<file path="config.mk">
export PLATFORM = sky130hd
export DESIGN_NAME = fp_div
export DESIGN_NICKNAME = d
export VERILOG_FILES = /design/src/rtl/fp_pkg.sv /design/src/rtl/fp_div_step.sv /design/src/rtl/fp_div.sv
export SDC_FILE = /design/constraint.sdc
export NUM_CORES = 1
export LEC_CHECK = 0
export BUFFER_PORTS_ARGS = -buffer_cell sky130_fd_sc_hd__buf_2
export CAP_MARGIN = 20
export CORE_MARGIN = 2
export CORE_UTILIZATION = 35
export CTS_BUF_LIST = sky130_fd_sc_hd__clkbuf_8 sky130_fd_sc_hd__clkbuf_16
export DETAILED_ROUTE_END_ITERATION = 8
export PLACE_DENSITY = 0.5
export SYNTH_ARGS = -nofsm -noshare
export SYNTH_HDL_FRONTEND = slang
export SYNTH_HIERARCHICAL = 1
export SYNTH_SLANG_ARGS = --single-unit
</file>
<file path="constraint.sdc">
create_clock -name clk -period 5.9 [get_ports clk]
set_clock_uncertainty 0.05 [all_clocks]
set_input_delay 1.18 -clock clk [delete_from_list [all_inputs] [get_ports clk]]
set_output_delay 1.18 -clock clk [all_outputs]
set_load 0.02 [all_outputs]
</file>
<file path="src/rtl/fp_pkg.sv">
// Shared fixed-point definitions for the fp_* arithmetic blocks: default Q32.32 format,
// divider state encoding and saturation limits.
package fp_pkg;
    localparam int FP_WIDTH      = 64;
    localparam int FP_INT_WIDTH  = 32;
    localparam int FP_FRAC_WIDTH = 32;

    localparam logic [FP_WIDTH-1:0] FP_MAX_POS = {1'b0, {(FP_WIDTH-1){1'b1}}};
    localparam logic [FP_WIDTH-1:0] FP_MIN_NEG = {1'b1, {(FP_WIDTH-1){1'b0}}};

    typedef enum logic [1:0] {
        IDLE,
        CALC,
        FIX,
        DONE
    } div_state_t;
endpackage

</file>
<file path="src/rtl/fp_div_step.sv">
// One restoring-division step: shift in the next dividend bit, trial-subtract, emit quotient bit.
// Purely combinational; no flow control.
module fp_div_step #(
    parameter int N  = 96,
    parameter int DW = 64
) (
    input  logic [N-1:0]  rem_in,
    input  logic          dvd_bit,
    input  logic [DW-1:0] divisor,
    output logic [N-1:0]  rem_out,
    output logic          q_bit
);
    logic [N-1:0] shifted;
    logic [N-1:0] dvs_ext;

    // The bit shifted out of rem_in counts as an implicit 2^N, so the subtract is still valid mod 2^N.
    always_comb begin
        dvs_ext = {{(N-DW){1'b0}}, divisor};
        shifted = {rem_in[N-2:0], dvd_bit};
        q_bit   = rem_in[N-1] | (shifted >= dvs_ext);
        rem_out = q_bit ? (shifted - dvs_ext) : shifted;
    end
endmodule

</file>
<file path="src/rtl/fp_div.sv">
// Signed Qi.f divider, truncating toward zero with saturation; fixed WIDTH+FRAC_WIDTH+2 edge latency.
// Level-held go acts as the handshake: dropping it aborts or acknowledges, clearing the outputs.
module fp_div
    import fp_pkg::*;
#(
    parameter int WIDTH      = FP_WIDTH,
    parameter int INT_WIDTH  = FP_INT_WIDTH,
    parameter int FRAC_WIDTH = FP_FRAC_WIDTH
) (
    input  logic             clk,
    input  logic             rst_n,
    input  logic [WIDTH-1:0] left,
    input  logic [WIDTH-1:0] right,
    input  logic             go,
    output logic [WIDTH-1:0] out,
    output logic             done,
    output logic             div_by_zero
);
    localparam int N  = WIDTH + FRAC_WIDTH;
    localparam int CW = $clog2(N);
    localparam logic [CW-1:0]    LAST    = CW'(N - 1);
    localparam logic [N-1:0]     LIM     = {{(N-WIDTH){1'b0}}, 1'b1, {(WIDTH-1){1'b0}}};
    localparam logic [WIDTH-1:0] MAX_POS = FP_MAX_POS[FP_WIDTH-1 -: WIDTH];
    localparam logic [WIDTH-1:0] MIN_NEG = FP_MIN_NEG[FP_WIDTH-1 -: WIDTH];

    if (WIDTH != INT_WIDTH + FRAC_WIDTH) begin : g_bad_format
        $error("fp_div: WIDTH must equal INT_WIDTH + FRAC_WIDTH");
    end

    div_state_t       state, state_nxt;
    logic [CW-1:0]    cnt;
    logic [N-1:0]     rem, quo, rem_nxt;
    logic [WIDTH-1:0] dvs, abs_left, abs_right, fix_out;
    logic             sign, zero, q_bit;

    fp_div_step #(.N(N), .DW(WIDTH)) u_step (
        .rem_in  (rem),
        .dvd_bit (quo[N-1]),
        .divisor (dvs),
        .rem_out (rem_nxt),
        .q_bit   (q_bit)
    );

    always_comb begin
        abs_left  = left[WIDTH-1]  ? -left  : left;
        abs_right = right[WIDTH-1] ? -right : right;
    end

    // Negative results may reach 2^(WIDTH-1) exactly; positive ones stop one short.
    always_comb begin
        fix_out = quo[WIDTH-1:0];
        if (zero)
            fix_out = sign ? MIN_NEG : MAX_POS;
        else if (!sign)
            fix_out = (quo >= LIM) ? MAX_POS : quo[WIDTH-1:0];
        else
            fix_out = (quo > LIM) ? MIN_NEG : -quo[WIDTH-1:0];
    end

    always_ff @(posedge clk or negedge rst_n) begin
        if (!rst_n) state <= IDLE;
        else        state <= state_nxt;
    end

    always_comb begin
        state_nxt = state;
        if (!go) begin
            state_nxt = IDLE;
        end else begin
            case (state)
                IDLE:    state_nxt = CALC;
                CALC:    if (cnt == LAST) state_nxt = FIX;
                FIX:     state_nxt = DONE;
                DONE:    state_nxt = DONE;
                default: state_nxt = IDLE;
            endcase
        end
    end

    always_ff @(posedge clk or negedge rst_n) begin
        if (!rst_n) begin
            cnt         <= '0;
            rem         <= '0;
            quo         <= '0;
            dvs         <= '0;
            sign        <= 1'b0;
            zero        <= 1'b0;
            out         <= '0;
            done        <= 1'b0;
            div_by_zero <= 1'b0;
        end else if (!go) begin
            out         <= '0;
            done        <= 1'b0;
            div_by_zero <= 1'b0;
        end else begin
            case (state)
                IDLE: begin
                    quo  <= {abs_left, {FRAC_WIDTH{1'b0}}};
                    rem  <= '0;
                    dvs  <= abs_right;
                    sign <= left[WIDTH-1] ^ right[WIDTH-1];
                    zero <= (right == '0);
                    cnt  <= '0;
                end
                CALC: begin
                    rem <= rem_nxt;
                    quo <= {quo[N-2:0], q_bit};
                    cnt <= cnt + 1'b1;
                end
                FIX: begin
                    out         <= fix_out;
                    done        <= 1'b1;
                    div_by_zero <= zero;
                end
                default: ;
            endcase
        end
    end
endmodule

</file>
After elaboration in Yosys (flattened, before gate mapping). Cells that the tools add are included.

Multiplexer cells: 20. Reductions and logical operators: 6. Bitwise gates (word level): 2. $add $sub $neg: 5. Equality and inequality tests: 6. Magnitude comparators: 3.

Operator list (number): $mux W64 (9); $pmux W96 S2 (2); $neg A64 Y64 (3); $ge A96 B64 Y1 (1); $ge A96 B64 Y1 const B (1); $gt A96 B64 Y1 const B (1); $mux W96 (1); $sub A96 B64 Y96 (1); $logic_not A64 Y1 (1); $pmux W7 S2 (1); $add A7 B1 Y7 const B (1); $eq A7 B7 Y1 const B (1); $pmux W2 S3 (1); $eq A2 B2 Y1 const B (2); $mux W1 (4); $mux W2 (2); $reduce_and A2 Y1 (2); $ne A3 B3 Y1 const B (1); $eq A2 B1 Y1 const B (1); $logic_not A2 Y1 (1); $ne A2 B1 Y1 const B (1); $reduce_bool A2 Y1 (1); $reduce_or A2 Y1 (1); $or A1 B1 Y1 (1); $xor A1 B1 Y1 (1).

Word-level logic and storage cells: 52. Register bits after elaboration: 333. Output and inout bits: 66.

Depth between registers and ports, before layout.
Depth in word-level cells: 6. Depth in mapped cells: 18.

By module. Netlist, hierarchy kept.

By module, submodules not included: fp_div (cells each 2106, instances 1, area an instance 18143.7 um^2); fp_div_step (cells each 1036, instances 1, area an instance 6194.7 um^2).

Worst setup path after synthesis. No wires, ideal clock.

Path kind: reg2reg. Start point: reg quo[95]. End point: reg rem[58]. Stages on the path, launching flop included: 17. Path slack: 2.474 ns. Data arrival time: 3.259 ns. Data required time: 5.733 ns. Clock period less this slack: 3.426 ns. Cells stage by stage: dfrtp_1 inv_1 ha_1 inv_1 fa_1 a211oi_2 nor2_1 o21ai_2 o221ai_2 a211oi_2 o221ai_2 a211oi_4 inv_4 buf_2 mux2_1 nand3_1 nand2_1.

Word-level cells in the longest chain between the ends: 4. Elaborated cells on any way between the ends: 5.

RTL lines: start, declared (RTL line fp_div.sv:32) `logic [N-1:0] rem, quo, rem_nxt;`; start signal, assigned (RTL line fp_div.sv:98) `quo <= {abs_left, {FRAC_WIDTH{1'b0}}};`; start signal, assigned (RTL line fp_div.sv:107) `quo <= {quo[N-2:0], q_bit};`; $ge A96 B64 Y1 (RTL line fp_div_step.sv:20) `q_bit = rem_in[N-1] | (shifted >= dvs_ext);`; $or A1 B1 Y1 (RTL line fp_div_step.sv:20); $mux W96 (*) (RTL line fp_div_step.sv:21) `rem_out = q_bit ? (shifted - dvs_ext) : shifted;`; net rem_nxt[58] (RTL line fp_div.sv:32); $pmux W96 S2 (*) (RTL line fp_div.sv:96) `case (state)`; end signal, assigned (RTL line fp_div.sv:106) `rem <= rem_nxt;`; end, declared (RTL line fp_div.sv:32).

Mark *: on every way through the listed nets, which the timed path passes. The rest lies on a longest branch. A chain may end at the register's enable or synchronous reset.

Worst setup path in the final report.
Start point: reg quo[95]. End point: reg rem[86].

Word-level cells in the longest chain between the ends: 4. Elaborated cells on any way between the ends: 5.

RTL lines: $ge A96 B64 Y1 (RTL line fp_div_step.sv:20); $or A1 B1 Y1 (RTL line fp_div_step.sv:20); net q_bit (RTL line fp_div.sv:34) `logic sign, zero, q_bit;`; $mux W96 (RTL line fp_div_step.sv:21); net rem_nxt[86] (RTL line fp_div.sv:32); $pmux W96 S2 (RTL line fp_div.sv:96).

The timed path passes the listed nets, and every way through them passes these cells.

==> flow_summary.toml <==
[clock_network]
clock-sinks = 333
clk_latency_ps = 610
cts_tree = "yes"
root_buffer = "clkbuf_16"
cts.clk_slew.worst_paths_ps = 60
cts_hold_buf = 0
cts.path.max_buffers = 3
post_cts_resize_count = 0
cts_htree_levels = 2
numCtsBuffers = 42
postCtsSetupBuffers = 0

[yosys]
synth-seq-cells = 333
synth_top_area_frac = 0.342
synth_top_cell_by_area = "dfrtp_1"
ys_async_sr_fraction = 1.00
ys_warn_count = 6
synth-seq-area-share = 0.342
syn-num-nets = 3342
synth_edf_count = 0
netlist_area_sq_um = 24300
dominantRegCellSynth = "dfrtp_1"
synth_cells = 3142
syn_area_per_cell_sq_um = 7.75
ys_types = 92
synth_area_leaders = "dfrtp_1 (34%), nand2_1 (8.3%), o21ai_0 (5.7%)"

[die]
dieArea_sq_um = 71700
start_util = 0.354
die_w_microns = 268
rows = 96
core_sq_um = 68700
ios = 197
die_h_microns = 268

[route]
dr.pass1.iters = 5
drt_iter0_drc = 1848
ant_nets = 0
totalWireLength_microns = 84800
num_vias = 23500
vias_per_cell = 5.65
drc = 0
routedWlPerCell_microns = 20.4

[setup_path]
crit_type = "register to register"
worstPathArrival_ps = 4870
crit_required_ps = 6300
end_kind = "register"
r2r_start = "quo[95]$_DFFE_PN0P_"
critPathMaxFanout = 64
start_kind = "register"
cp-startpoint = "quo[95]$_DFFE_PN0P_"

[placement]
gp_congestion = 0.891
place_inst = 4082
io_buffers = 196
dp_hpwl_microns = 60700

[grt]
use_met3 = 0.0279
grt_pass1_vias = 22800
grt_max_degree = 197
grt_overflow_total = 0
top_usage_layer = "met2"
met1_usage = 0.325
track_usage = 0.233
grt_first_pass_wirelength_microns = 133000
grtUsageMet2 = 0.375
antenna_found_initial = 3

[cells_and_area]
nNetsFinal = 3397
layoutNonFillerInstCount = 4158
mostFrequentLayoutCells = "nand2_1 (536), dfrtp_1 (332), o21ai_0 (275), a21oi_1 (208), nand3_1 (197)"
layout-drive-gt1-share = 0.109
antennaDiodeCount = 0
layout_commonest_cell = "nand2_1"
area_delta_synth_final_pct = 12.3

[timing]
tns_ps = 0
relSlewSlack = 0.274
rsz0062_at_grt = "false"
final_max_slew_viol_count = 0
hold_viol_final = 0
period_needed_ps = 4470
max_freq_mhz = 224
finalSetupViolCount = 0
tightest_slew_ps = 1090
timing.final.crit_share = 0.757

[flow_run]
cap_viol_max_count = 0

[worst_hold_path]
hold_class = "register to register"
hp-start = "dvs[63]$_DFFE_PN0P_"

[run_status]
outcome = "finished clean"

[power_and_ir_drop]
power.leakage_nw = 12.4
irDropWorstVdd_mv = 0.241
cellPowerDensity_nw_per_um2 = 436
[registers in the layout, indices dropped and copies added, names as in the netlist]
signal,flops
out,64
cnt,7
done,1
zero,1
rem,96
state,2
quo,96
dvs,64
sign,1
div_by_zero,1
[synthesized netlist by cell type (5+ instances only)]
cell type,instances
a211oi_1,20
a21boi_0,5
a21o_1,19
a21oi_1,208
a221oi_1,52
a31oi_1,21
a41oi_1,9
and2_1,6
and3_1,35
buf_1,11
buf_2,39
clkbuf_1,161
dfrtp_1,333
ha_1,68
inv_1,116
mux2i_1,36
nand2_1,537
nand2b_1,25
nand3_1,197
nand4_1,60
nand4b_1,9
nor2_1,193
nor2b_1,25
nor3_1,76
nor3b_1,8
nor4_1,51
nor4b_1,6
o211ai_1,15
o21a_1,12
o21ai_0,275
o21ai_1,18
o21bai_1,18
o22ai_1,9
o31ai_1,55
o41ai_1,32
or2_2,14
or3_1,36
or4_1,27
xnor2_1,103
xor2_1,113
[path summary, 6_finish.rpt]
| kind | end | slack [ps] | depth (start not counted) |
|---|---|---|---|
| min in group asynchronous | rem[90]$_DFFE_PN0P_ | 620 | 1 |
| max in group asynchronous | dvs[3]$_DFFE_PN0P_ | 3800 | 2 |
| min | dvs[63]$_DFFE_PN0P_ | 430 | 2 |
| max reg2reg | rem[86]$_DFFE_PN0P_ | 1430 | 18 |
| max | rem[86]$_DFFE_PN0P_ | 1430 | 18 |
| min reg2reg | dvs[63]$_DFFE_PN0P_ | 430 | 2 |
[metrics by stage]
step | hold WS [ps] | total power [mW] | util | setup WS (ps) | cell area (sq um)
floorplan | 387 | 7.50 | - | 2470 | 24300
global placement | 406 | 9.21 | 0.377 | 1530 | 25900
detailed placement | 415 | 9.20 | 0.377 | 1460 | 25900
CTS | 429 | 11.9 | 0.397 | 1390 | 27300
global route | 452 | 12.8 | 0.398 | 1030 | 27300
finish | 426 | 11.9 | 0.398 | 1430 | 27300
[cells by family after synthesis]
family                   after synthesis  synth area share
AND/OR/NAND/NOR                     1345             0.267
AO/OA/AOI/OAI                        806             0.206
buffers and inverters                334            0.0545
flip-flops                           333             0.342
XOR/XNOR                             217            0.0784
adder cells (fa/ha/maj)               69            0.0358
multiplexers                          38            0.0157
[routing by layer]
layer | part of all wire | vias up
met5 | 0 | -
met4 | 0.031 | 0
met3 | 0.047 | 137
met2 | 0.46 | 643
met1 | 0.46 | 11400
li1 | - | 11300
[final cells by class]
type / count / area, sq um
clock buffers: 45 / 1090
repair buffers: 227 / 1260
multi-input cells: 2475 / 14700
well taps: 931 / 1160
flip-flops and latches: 333 / 8340
inverters: 118 / 445
fillers: 7226 / 41400
clock inverters: 29 / 299
[worst max-delay path, stage by stage (launching register included)]
cell and delay [ps]:
dfrtp_1 420, inv_1 70, ha_1 150, inv_1 50, fa_1 430, a211oi_2 220, nor2_1 100, o21ai_2 280
o221ai_2 250, a211oi_2 490, o221ai_2 210, a211oi_4 310, inv_4 290, buf_4 410, nand2b_1 170, a211oi_1 70
xor2_1 180, nand3_1 90, nand2_1 60
[power breakdown]
part / switching (mW) / internal (mW)
sequential: 0.456 / 2.69
clock: 1.12 / 1.52
combinational: 3.91 / 2.22
Power figures use the tool's default switching activity.
